`src/rtl/bus_protocol_monitor.sv`:
```
// Passive checker for a dValid/dAck handshake bus with sticky error flags and per-transfer reporting.
// Optional statistics counters (xfer_count, err_count) are built when BUS_MON_STATS_EN is defined.
module bus_protocol_monitor #(
    parameter int DATA_W    = 8,
    parameter int MIN_VALID = 2,
    parameter int MAX_VALID = 4,
    parameter int CNT_W     = 16
) (
    input  logic              clk,
    input  logic              reset,
    input  logic              dValid,
    input  logic              dAck,
    input  logic [DATA_W-1:0] data,
    input  logic              clr_err,
    output logic              busy,
    output logic [6:0]        err_flags,
    output logic              err_pulse,
    output logic              xfer_done,
    output logic [7:0]        xfer_len,
    output logic [DATA_W-1:0] xfer_data
`ifdef BUS_MON_STATS_EN
    ,
    output logic [CNT_W-1:0]  xfer_count,
    output logic [CNT_W-1:0]  err_count
`endif
);

    localparam int E_SHORT = 0;
    localparam int E_LONG  = 1;
    localparam int E_EARLY = 2;
    localparam int E_NOACK = 3;
    localparam int E_NODROP = 4;
    localparam int E_DATA  = 5;
    localparam int E_SPUR  = 6;

    localparam logic [7:0] MIN_LEN      = 8'(MIN_VALID);
    localparam logic [8:0] LONG_TRIGGER = 9'(MAX_VALID + 1);

    typedef enum logic [1:0] {
        ST_IDLE   = 2'd0,
        ST_ACTIVE = 2'd1,
        ST_ACKED  = 2'd2
    } state_t;

    if (MIN_VALID < 1 || MIN_VALID > MAX_VALID || MAX_VALID > 255 || CNT_W < 1) begin : g_bad_params
        $error("bus_protocol_monitor: illegal parameter combination");
    end

    function automatic logic [7:0] len_sat_inc(input logic [7:0] v);
        return (v == 8'hFF) ? v : v + 8'd1;
    endfunction

    state_t              state_q, state_d;
    logic [7:0]          len_q, len_d;
    logic [DATA_W-1:0]   hold_q, hold_d;
    logic                err_seen_q, err_seen_d;
    logic                long_seen_q, long_seen_d;
    logic                nodrop_seen_q, nodrop_seen_d;
    logic                busy_q;
    logic [6:0]          err_flags_q, err_flags_d;
    logic                err_pulse_q;
    logic                xfer_done_q, xfer_done_d;
    logic [7:0]          xfer_len_q, xfer_len_d;
    logic [DATA_W-1:0]   xfer_data_q, xfer_data_d;
    logic [6:0]          err_now_s;
    logic [7:0]          len_inc_s;
    logic                start_s;

    // Next-state, error detection and completion reporting for the current bus cycle
    always_comb begin
        state_d       = state_q;
        len_d         = len_q;
        hold_d        = hold_q;
        long_seen_d   = long_seen_q;
        nodrop_seen_d = nodrop_seen_q;
        xfer_done_d   = 1'b0;
        xfer_len_d    = xfer_len_q;
        xfer_data_d   = xfer_data_q;
        err_now_s     = 7'b0;
        start_s       = 1'b0;
        len_inc_s     = len_sat_inc(len_q);

        case (state_q)
            ST_IDLE: begin
                if (dValid) begin
                    start_s       = 1'b1;
                    state_d       = ST_ACTIVE;
                    len_d         = 8'd1;
                    hold_d        = data;
                    long_seen_d   = 1'b0;
                    nodrop_seen_d = 1'b0;
                    if (dAck) begin
                        if (8'd1 < MIN_LEN) begin
                            err_now_s[E_EARLY] = 1'b1;
                        end else begin
                            err_now_s[E_EARLY] = 1'b0;
                        end
                        state_d = ST_ACKED;
                    end else begin
                        state_d = ST_ACTIVE;
                    end
                end else if (dAck) begin
                    err_now_s[E_SPUR] = 1'b1;
                end else begin
                    state_d = ST_IDLE;
                end
            end
            ST_ACTIVE: begin
                if (dValid) begin
                    len_d = len_inc_s;
                    if (data != hold_q) begin
                        err_now_s[E_DATA] = 1'b1;
                    end else begin
                        err_now_s[E_DATA] = 1'b0;
                    end
                    if (({1'b0, len_inc_s} == LONG_TRIGGER) && !long_seen_q) begin
                        err_now_s[E_LONG] = 1'b1;
                        long_seen_d       = 1'b1;
                    end else begin
                        err_now_s[E_LONG] = 1'b0;
                    end
                    if (dAck) begin
                        if (len_inc_s < MIN_LEN) begin
                            err_now_s[E_EARLY] = 1'b1;
                        end else begin
                            err_now_s[E_EARLY] = 1'b0;
                        end
                        state_d = ST_ACKED;
                    end else begin
                        state_d = ST_ACTIVE;
                    end
                end else begin
                    err_now_s[E_NOACK] = 1'b1;
                    if (len_q < MIN_LEN) begin
                        err_now_s[E_SHORT] = 1'b1;
                    end else begin
                        err_now_s[E_SHORT] = 1'b0;
                    end
                    state_d = ST_IDLE;
                end
            end
            ST_ACKED: begin
                if (dValid) begin
                    // A master that keeps dValid up after the ack is reported only once per transfer
                    len_d = len_inc_s;
                    if (!nodrop_seen_q) begin
                        err_now_s[E_NODROP] = 1'b1;
                        nodrop_seen_d       = 1'b1;
                    end else begin
                        err_now_s[E_NODROP] = 1'b0;
                    end
                end else begin
                    state_d     = ST_IDLE;
                    xfer_len_d  = len_q;
                    xfer_data_d = hold_q;
                    xfer_done_d = ~err_seen_q;
                end
            end
            default: begin
                state_d = ST_IDLE;
                len_d   = 8'd0;
            end
        endcase

        if (start_s) begin
            err_seen_d = |err_now_s;
        end else begin
            err_seen_d = err_seen_q | (|err_now_s);
        end

        // A clear only wipes history; an error found in the same cycle still lands
        if (clr_err) begin
            err_flags_d = err_now_s;
        end else begin
            err_flags_d = err_flags_q | err_now_s;
        end
    end

    // State and registered outputs
    always_ff @(posedge clk or posedge reset) begin
        if (reset) begin
            state_q       <= ST_IDLE;
            len_q         <= 8'd0;
            hold_q        <= {DATA_W{1'b0}};
            err_seen_q    <= 1'b0;
            long_seen_q   <= 1'b0;
            nodrop_seen_q <= 1'b0;
            busy_q        <= 1'b0;
            err_flags_q   <= 7'b0;
            err_pulse_q   <= 1'b0;
            xfer_done_q   <= 1'b0;
            xfer_len_q    <= 8'd0;
            xfer_data_q   <= {DATA_W{1'b0}};
        end else begin
            state_q       <= state_d;
            len_q         <= len_d;
            hold_q        <= hold_d;
            err_seen_q    <= err_seen_d;
            long_seen_q   <= long_seen_d;
            nodrop_seen_q <= nodrop_seen_d;
            busy_q        <= (state_d != ST_IDLE);
            err_flags_q   <= err_flags_d;
            err_pulse_q   <= |err_now_s;
            xfer_done_q   <= xfer_done_d;
            xfer_len_q    <= xfer_len_d;
            xfer_data_q   <= xfer_data_d;
        end
    end

    assign busy      = busy_q;
    assign err_flags = err_flags_q;
    assign err_pulse = err_pulse_q;
    assign xfer_done = xfer_done_q;
    assign xfer_len  = xfer_len_q;
    assign xfer_data = xfer_data_q;

`ifdef BUS_MON_STATS_EN
    function automatic logic [CNT_W-1:0] cnt_sat_inc(input logic [CNT_W-1:0] v);
        return (&v) ? v : v + {{(CNT_W-1){1'b0}}, 1'b1};
    endfunction

    logic [CNT_W-1:0] xfer_count_q, xfer_count_d;
    logic [CNT_W-1:0] err_count_q, err_count_d;

    // Statistics next-state, counting in step with the xfer_done / err_pulse registers
    always_comb begin
        if (xfer_done_d) begin
            xfer_count_d = cnt_sat_inc(xfer_count_q);
        end else begin
            xfer_count_d = xfer_count_q;
        end
        if (clr_err) begin
            err_count_d = (|err_now_s) ? {{(CNT_W-1){1'b0}}, 1'b1} : {CNT_W{1'b0}};
        end else if (|err_now_s) begin
            err_count_d = cnt_sat_inc(err_count_q);
        end else begin
            err_count_d = err_count_q;
        end
    end

    // Statistics registers
    always_ff @(posedge clk or posedge reset) begin
        if (reset) begin
            xfer_count_q <= {CNT_W{1'b0}};
            err_count_q  <= {CNT_W{1'b0}};
        end else begin
            xfer_count_q <= xfer_count_d;
            err_count_q  <= err_count_d;
        end
    end

    assign xfer_count = xfer_count_q;
    assign err_count  = err_count_q;
`endif

endmodule

```
`config.mk`:
```
export PLATFORM = sky130hd
export DESIGN_NAME = bus_protocol_monitor
export DESIGN_NICKNAME = d
export VERILOG_FILES = /design/src/rtl/bus_protocol_monitor.sv
export SDC_FILE = /design/constraint.sdc
export NUM_CORES = 1
export LEC_CHECK = 0
export ABC_AREA = 1
export CAP_MARGIN = 10
export CORE_MARGIN = 2
export CORE_UTILIZATION = 39
export CTS_CLUSTER_DIAMETER = 200
export DETAILED_ROUTE_END_ITERATION = 10
export DONT_BUFFER_PORTS = 1
export PLACE_DENSITY = 0.63
export SYNTH_ARGS = -nofsm -noshare
export SYNTH_HDL_FRONTEND = slang
export SYNTH_SLANG_ARGS = --single-unit
```
`constraint.sdc`:
```
create_clock -name clk -period 1.6 [get_ports clk]
set_clock_uncertainty 0.15 [all_clocks]
set_input_delay 0.32 -clock clk [delete_from_list [all_inputs] [get_ports clk]]
set_output_delay 0.32 -clock clk [all_outputs]
set_load 0.05 [all_outputs]
```
==> results of run 1 <==
power breakdown:
group	total (mW)	switching (mW)	internal [mW]	leakage, nW
Combinational	1.73	0.895	0.830	0.812
Clock	0.856	0.399	0.457	0.0502
Sequential	2.53	0.985	1.54	0.610
sequential cells by signal, indices dropped and copies added (netlist names), 2 cells and up:
register	count
hold_q	8
len_q	8
xfer_data	8
xfer_len	8
err_flags	7
state_q	2
cells in the mapped netlist (3+ instances only):
cell	n	share of area
or2_2	3	0.0082
o21ai_0	28	0.061
o22ai_1	7	0.019
ha_1	5	0.027
inv_1	34	0.056
xnor2_1	4	0.015
nand2_1	88	0.14
a21oi_1	5	0.011
nor2_1	18	0.030
clkbuf_1	4	0.0066
nand3_1	17	0.037
nand4_1	3	0.0082
dfrtp_1	47	0.52
final cells by class:
class / count / area, um2
fillers: 528 / 2640
clock buffers: 5 / 68.8
multi-input cells: 192 / 1100
flip-flops and latches: 47 / 1180
repair buffers: 37 / 322
well taps: 72 / 90.1
clock inverters: 2 / 37.5
inverters: 36 / 144
through the flow:
stage           util  setup TNS [ns]  power (mW)  cells
2_1_floorplan      -               0        3.37    281
3_3_place_gp   0.467          -0.502        3.94    375
3_5_place_dp   0.467          -0.543        3.98    375
4_1_cts        0.510          -0.320        5.00    389
5_1_grt        0.527           -1.35        5.45    391
6_report       0.527          -0.524        5.11    391
cell families after synthesis:
family,Yosys count,synth area share
DFF,47,0.516
AOI/OAI and AO/OA,45,0.108
buffers and inverters,42,0.0702
and+or+nand+nor,136,0.254
xor gates and xnor gates,5,0.0192
muxes,1,0.00494
adders and majority gates,5,0.0274
path summary, 6_finish.rpt:
kind                             from          end  slack [ns]  cells after the start
max                          len_q[0]   err_seen_q       -0.13                     11
min                           data[1]    hold_q[1]        0.03                      2
max reg2reg                  len_q[0]   err_seen_q       -0.13                     11
min reg2reg                err_seen_q    xfer_done        0.31                      1
max in group asynchronous       reset     len_q[2]        0.48                      3
min in group asynchronous       reset  xfer_len[4]        0.31                      2
what timing repair did:
| item | in CTS | in global routing |
|---|---|---|
| pin swaps | 8 | 10 |
| endpoints found under the hold margin | 23 | 0 |
| resized for setup | 17 | 25 |
| gates cloned | 0 | 0 |
| hold buffers | 6 | 0 |
| setup buffers | 1 | 2 |
| endpoints found under the setup margin | 12 | 12 |
cell usage in the layout (no fill, tap or decap), types with 2 or more instances in the layout:
cell,netlist,routed
clkinvlp_4,0,2
or2_4,0,2
o22ai_2,0,2
nor2_2,2,3
inv_1,34,29
dfrtp_1,47,45
nand2_2,1,5
o21ai_0,28,26
xnor2_1,4,4
ha_4,0,2
nand4_1,3,3
nand3_2,0,5
clkbuf_8,0,5
inv_2,1,5
o21ai_2,0,2
buf_4,0,28
nand2_4,1,4
dlygate4sd3_1,0,6
nand2_1,88,81
a21oi_2,1,3
nand3_1,17,12
dfrtp_2,0,2
nor2_4,2,6
buf_12,0,2
ha_1,5,3
nor2_1,18,13
o22ai_1,7,5
a21oi_1,5,3
worst max-delay path: stages (launching register included):
cell and delay, ns:
dfrtp_1 0.42, ha_4 0.19, nand2_4 0.07, nor2_4 0.05
nand2_4 0.14, clkinv_4 0.09, nor2_4 0.11, nor2_1 0.05
nand2_1 0.09, nor2_4 0.05, nor2_2 0.10, nand3_1 0.08
layer usage:
layer	track usage	wire length [um]
met1	0.245	2510
met2	0.313	2700
met3	0.0528	340
met4	0.0814	94
met5	0	0
==> flow_summary.yaml, run 1 <==
status:
  outcome: "complete, but fails checks"
  violations: "negative setup slack"
sta:
  hold_viol_final: 0
  max-slew-margin-rel: 0.669
  min_period_ns: 1.73
  fmax_ghz: 0.578
  rsz0062_at_grt: "true"
  whs_ns: 0.0271
  worst_slack_ns: -0.129
  drv_slew: 0
  setup_viol: 6
  tightest_slew_ns: 0.496
  min_period_over_period: 1.08
grt:
  antenna_found_initial: 0
  grt_pass1_vias: 2010
  grt_max_degree: 32
  grt_first_pass_wirelength_mm: 9.60
  grt.overflow.total: 0
  grtUsageTotal: 0.194
floorplanning:
  die_y_um: 80.5
  ios: 39
  dieArea_um2: 6470
  core_um2: 5570
  row_count: 27
  die_w_um: 80.5
  start_util: 0.409
routing:
  drt_iter0_markers: 175
  totalWireLength_mm: 5.65
  dr_total_vias: 1957
  wire_per_inst_um: 14.4
  drc: 0
  postRouteAntennaNets: 0
  drtPass1Iterations: 4
  drt-vias-per-instance: 5.01
cts:
  clock_latency_ns: 0.30
  htreeDepth: 2
  clock_path_buffers: 2
  root_buffer: "clkbuf_8"
  cts_buffers: 5
  cts_tree: "built"
  clkSinkCount: 47
  clk_pin_slew_ns: 0.08
setup_path:
  crit_required_ns: 1.63
  cp-start-kind: "flip-flop"
  cp.arrival_ns: 1.76
  critPathMaxFanout: 7
  end_kind: "flip-flop"
  critPathKind: "flip-flop to flip-flop"
synth:
  synthCells: 281
  syn_area_um2: 2280
  ys_seq_area_frac: 0.516
  synth_ff_type: "dfrtp_1"
  async_flop_share: 1.00
  ys_warn_count: 0
  avgSynthCellArea_um2: 8.11
  ys_types: 29
  synth-edff-count: 0
  syn_nets: 299
  ys_ff_latch: 47
placement:
  hpwlAfterDp_mm: 3.98
  place_congestion: 0.863
  dp_slack_ns: -0.130
  placed_area_um2: 2600
  io_buffers: 0
finish:
  fin_area_um2: 2940
  final_nets: 337
  final_layout_size_suffix_gt1_frac: 0.263
  synthToLayoutAreaGrowth_pct: 28.9
  antenna_cells: 0
power:
  peakVddDrop_uv: 997
  power.leakage_nw: 1.47
  power_density_nw_per_um2: 1740
run:
  maxCapViolCount: 0
worst_hold_path:
  worstHoldPathType: "input port to flip-flop"
No activity file was read; power rests on OpenSTA's default activity.
==> run 2: changes to the inputs <==
--- a/config.mk
+++ b/config.mk
@@ -5,7 +5,6 @@
 export SDC_FILE = /design/constraint.sdc
 export NUM_CORES = 1
 export LEC_CHECK = 0
-export ABC_AREA = 1
 export CAP_MARGIN = 10
 export CORE_MARGIN = 2
 export CORE_UTILIZATION = 39
==> run 2 against run 1 <==
  * Clock-buffer cell count increased by 1
  * Wire length increased by 2.9%
  * Clock power increased by 5.5%
  * Highest routed layer unchanged
  * The run still ends with negative setup slack left
  * Die area down 0.78%
  * Sequential power about the same
==> flow_summary.yaml, run 2 <==
setup_path:
  crit_required_ns: 1.66
  cp-start-kind: "flip-flop"
  critical_path.max_stage_delay_ns: 0.44
  end_kind: "flip-flop"
  reg2reg_to: "err_seen_q"
  reg2reg_from: "len_q[0]"
  slowest_stage: "dfrtp_2"
  rr_worst_depth: 6
  reg2reg_slack_ns: -0.12
  critPathMaxFanout: 5
  crit_chain: "ha_4, buf_6, xnor2_4, o311ai_2, a21boi_2, o2111ai_1"
  cp.arrival_ns: 1.78
  critPathKind: "flip-flop to flip-flop"
  cp-startpoint: "len_q[0]"
placement:
  io_buffers: 0
  hpwlAfterDp_mm: 3.60
  placed_area_um2: 2590
  dp_cells: 293
  place_congestion: 0.960
worst_hold_path:
  holdPathStages: 1
  min_from: "data[6]"
  worstHoldPathType: "input port to flip-flop"
  holdPathEnd: "hold_q[6]"
floorplanning:
  core_um2: 5540
  dieArea_um2: 6420
  die_w_um: 80.1
  ios: 39
  start_util: 0.408
  die_y_um: 80.1
  row_count: 27
finish:
  fin_cells: 320
  final_common_cell: "dfrtp_1"
  synthToLayoutAreaGrowth_pct: 42.3
  final_layout_size_suffix_gt1_frac: 0.520
  antenna_cells: 0
  fin_area_um2: 3220
  nFillCells: 439
  final_nets: 265
  fin_util: 0.581
  final_cell_mix: "43 x dfrtp_1, 33 x buf_4, 13 x mux2_4, 11 x nand2_1, 9 x mux2_2"
cts:
  clock_latency_ns: 0.30
  cts_buffers: 5
  cts_tree: "built"
  clk_pin_slew_ns: 0.09
  htreeDepth: 2
  clkSinkCount: 47
  root_buffer: "clkbuf_8"
  clock_path_buffers: 2
routing:
  drt-vias-per-instance: 5.55
  postRouteAntennaNets: 0
  drtPass1Iterations: 4
  dr_total_vias: 1776
  totalWireLength_mm: 5.81
  wire_per_inst_um: 18.2
  drc: 0
  drt_iter0_markers: 55
synth:
  ys_top_cells_by_area: "dfrtp_1 52%, mux2_2 11%, xnor2_1 3.5%"
  ys_warn_count: 0
  synthTopCellsByCount: "47 x dfrtp_1, 22 x mux2_2, 15 x o21ai_0"
  synth_compound_area_frac: 0.159
  ys_ff_latch: 47
  ys_seq_area_frac: 0.520
  syn_nets: 217
  synthCells: 199
  synth-edff-count: 0
  async_flop_share: 1.00
  avgSynthCellArea_um2: 11.4
  synth_area_leader_cell: "dfrtp_1"
  syn_area_um2: 2260
  synth_top_area_frac: 0.520
  synth_top_family_by_area: "compound AO/OA/AOI/OAI gates"
  synthSimpleGateAreaFrac: 0.101
  synth_xor_area_frac: 0.0349
  synthAdderAreaFrac: 0.0277
  synth_ff_type: "dfrtp_1"
  synth_mux_area_frac: 0.110
  ys_types: 44
  yosysMostFrequentCell: "dfrtp_1"
grt:
  grt.overflow.total: 0
  grt.busiest_layer: "met2"
  antenna_found_initial: 0
  grtUsageTotal: 0.181
  use_met3: 0.0483
  use_met1: 0.231
  grt_first_pass_wirelength_mm: 9.03
  grt_pass1_vias: 1849
  grt_max_degree: 38
  met2_usage: 0.294
sta:
  worst_slack_ns: -0.119
  setup_viol: 13
  fmax_ghz: 0.582
  min_period_ns: 1.72
  rsz0062_at_grt: "true"
  max-slew-margin-rel: 0.651
  min_period_over_period: 1.07
  drv_slew: 0
  hold_viol_final: 0
  tightest_slew_ns: 0.524
  whs_ns: 0.0159
status:
  violations: "negative setup slack"
  outcome: "complete, but fails checks"
power:
  power.leakage_nw: 1.42
  power_density_nw_per_um2: 1690
  p_total_mw: 5.44
  peakVddDrop_uv: 1480
run:
  maxCapViolCount: 0
run 2: cell count changes after synthesis, moves of 5 or more:
| cell | previous run | this run |
|---|---|---|
| a21oi_1 | 5 | 11 |
| buf_6 | 0 | 5 |
| nand3_1 | 17 | 2 |
| o21ai_0 | 28 | 15 |
| nor2_1 | 18 | 9 |
| mux2_2 | 1 | 22 |
| o22ai_1 | 7 | 0 |
| xnor2_1 | 4 | 9 |
| nand2_1 | 88 | 14 |
| inv_1 | 34 | 9 |
run 2: layout make-up:
type                    count  area [um2]  area share
inverters                   9        40.0      0.0124
clock inverters             2        35.0      0.0109
clock buffers               6        82.6      0.0257
multi-input cells         134        1290       0.400
well taps                  72        90.1      0.0280
repair buffers             50         500       0.156
flip-flops and latches     47        1180       0.367
run 2: timing repair:
action | in CTS | in global routing
setup buffers | 7 | 6
gates cloned | 0 | 2
endpoints found under the setup margin | 27 | 32
gates resized for setup | 25 | 55
endpoints found under the hold margin | 51 | 1
hold buffers | 3 | 1
pin swaps | 10 | 20
run 2: power by group:
part | internal (mW) | switching, mW
combinational | 1.14 | 0.855
clock | 0.506 | 0.397
sequential | 1.54 | 1.00
run 2: metrics by stage:
stage | setup slack [ns] | setup TNS, ns
3_3_place_gp | -0.0784 | -0.560
5_1_grt | -0.208 | -1.56
6_report | -0.119 | -0.655
2_1_floorplan | -0.0854 | -0.0923
4_1_cts | -0.0855 | -0.255
3_5_place_dp | -0.139 | -0.884
run 2: per-layer routing:
metal | up-vias | part of all wire
met5 | - | 0
met4 | 0 | 0.019
met3 | 11 | 0.048
met2 | 41 | 0.49
met1 | 913 | 0.45
li1 | 811 | -
run 2: worst max-delay path: cells and delay by family, from the launching register on:
kind	cells	cell delay, ns
buf+inv	1	0.13
fa+ha+maj	1	0.20
flops	1	0.44
xor+xnor	1	0.19
compound gates	3	0.53
run 2: cells by family (layout without fill, tap and decap cells):
group,after synthesis,count (layout)
adders and majority gates,5,5
xor gates and xnor gates,9,9
and+or+nand+nor,45,45
DFF,47,47
AOI/OAI and AO/OA,53,53
muxes,22,22
buffers and inverters,18,67
run 2: worst max-delay path by stage:
| stage | endpoint | slack [ns] | depth (start not counted) |
|---|---|---|---|
| after floorplan | len_q[0] | -0.09 | 6 |
| final | err_seen_q | -0.12 | 6 |
| after global routing | err_seen_q | -0.21 | 6 |
| after detailed placement | len_q[0] | -0.14 | 5 |
| after global placement | err_seen_q | -0.08 | 5 |
| after CTS | err_seen_q | -0.09 | 6 |
==> run 3: changes to the inputs <==
--- a/config.mk
+++ b/config.mk
@@ -12,6 +12,7 @@
 export DETAILED_ROUTE_END_ITERATION = 10
 export DONT_BUFFER_PORTS = 1
 export PLACE_DENSITY = 0.63
+export REMOVE_ABC_BUFFERS = 1
 export SYNTH_ARGS = -nofsm -noshare
 export SYNTH_HDL_FRONTEND = slang
 export SYNTH_SLANG_ARGS = --single-unit
==> run 3 against run 2 <==
  * The flow still finishes with violations (negative setup slack)
  * Global-route usage down 1.2 points
  * Utilization is 5.4 points lower
  * Clock power down 20%
  * Die area did not move
  * Register-to-register slack gained 0.05 ns
  * Critical path type unchanged
==> flow_summary.yaml, run 3 (same netlist as run 2, synthesis figures left out) <==
sta:
  hold_viol_final: 0
  rsz0062_at_grt: "true"
  worst_slack_ns: -0.0713
  tightest_slew_ns: 0.498
  min_period_ns: 1.67
  max-slew-margin-rel: 0.668
  min_period_over_period: 1.04
  setup_viol: 8
  fmax_ghz: 0.598
  drv_slew: 0
setup_path:
  rr_worst_depth: 6
  critPathKind: "flip-flop to flip-flop"
  crit_required_ns: 1.68
  critPathMaxFanout: 5
  cp.arrival_ns: 1.75
  cp-start-kind: "flip-flop"
  end_kind: "flip-flop"
grt:
  antenna_found_initial: 0
  grt.overflow.total: 0
  grt_first_pass_wirelength_mm: 8.31
  grt_max_degree: 48
  grt_pass1_vias: 1676
  grtUsageTotal: 0.169
finish:
  final_nets: 257
  final_common_cell: "dfrtp_1"
  antenna_cells: 0
  fin_util: 0.527
  synthToLayoutAreaGrowth_pct: 29.2
  fin_area_um2: 2920
  final_layout_size_suffix_gt1_frac: 0.433
  final_cell_mix: "44 x dfrtp_1, 27 x buf_4, 22 x mux2_2, 12 x nand2_1"
placement:
  placed_area_um2: 2550
  io_buffers: 0
  hpwlAfterDp_mm: 3.36
  dp_slack_ns: -0.207
  place_congestion: 0.884
floorplanning:
  dieArea_um2: 6420
  die_w_um: 80.1
  die_y_um: 80.1
  core_um2: 5540
  start_util: 0.408
  ios: 39
  row_count: 27
cts:
  cts_buffers: 5
  root_buffer: "clkbuf_8"
  clk_pin_slew_ns: 0.09
  clkSinkCount: 47
  clock_latency_ns: 0.30
  clock_path_buffers: 2
  htreeDepth: 2
  cts_tree: "built"
routing:
  totalWireLength_mm: 5.16
  drtPass1Iterations: 4
  drc: 0
  postRouteAntennaNets: 0
  drt_iter0_markers: 90
  drt-vias-per-instance: 5.43
  wire_per_inst_um: 16.5
  dr_total_vias: 1693
status:
  outcome: "complete, but fails checks"
  violations: "negative setup slack"
power:
  power.leakage_nw: 1.26
  peakVddDrop_uv: 777
  power_density_nw_per_um2: 1620
worst_hold_path:
  worstHoldPathType: "input port to flip-flop"
  holdPathStages: 1
run:
  maxCapViolCount: 0
run 3: final cells by class:
cell class	instances	area (um2)
tap	72	90.1
sequential	47	1180
clock inverter	3	20.0
timing repair buffer	42	403
multi-input combinational	134	1130
fill	485	2620
inverter	9	33.8
clock buffer	5	68.8
run 3: worst max-delay path: stages, from the launching register on:
cell and delay, ns:
dfrtp_1 0.40, ha_4 0.19, nand4_4 0.12, buf_6 0.15, or2_4 0.22, a31o_2 0.25
a21oi_2 0.13
run 3: path summary, 6_finish.rpt:
| kind | start | slack [ns] | endpoint |
|---|---|---|---|
| max in group asynchronous | reset | 0.71 | len_q[4] |
| setup reg to reg | len_q[1] | -0.07 | len_q[7] |
| hold reg to reg | err_seen_q | 0.28 | xfer_done |
| setup / recovery | len_q[1] | -0.07 | len_q[7] |
| min in group asynchronous | reset | 0.36 | hold_q[4] |
| hold / removal | data[0] | 0.01 | hold_q[0] |
run 3: where the power goes:
| part | internal (mW) | leakage [nW] | switching, mW |
|---|---|---|---|
| clock | 0.305 | 0.0402 | 0.413 |
| sequential | 1.53 | 0.596 | 0.976 |
| combinational | 0.814 | 0.626 | 0.689 |
| total | 2.65 | 1.26 | 2.08 |
run 3: timing repair:
item / CTS / global route
pin swaps: 12 / 8
resized for setup: 26 / 23
endpoints found under the setup margin: 22 / 31
buffers inserted: 2 / 1
gates cloned: 0 / 1
hold endpoints to repair: 51 / 4
hold buffers: 3 / 4
run 3: stage by stage:
step	std cells	TNS, ns	hold slack, ns	total power [mW]
final	312	-0.313	0.0120	4.73
after global routing	312	-1.18	-0.00556	5.01
after detailed placement	294	-1.64	0.117	3.76
after global placement	294	-1.17	0.114	3.74
after CTS	306	-0.175	0.00598	4.61
after floorplan	190	-2.54	0.252	3.30
run 3: per-layer routing:
layer / share of wire / vias up / wire (um) / track usage
li1: - / 798 / - / -
met1: 0.46 / 836 / 2370 / 0.227
met2: 0.47 / 56 / 2450 / 0.258
met3: 0.061 / 3 / 313 / 0.0562
met4: 0.0041 / 0 / 21 / 0.0508
met5: 0 / - / 0 / 0
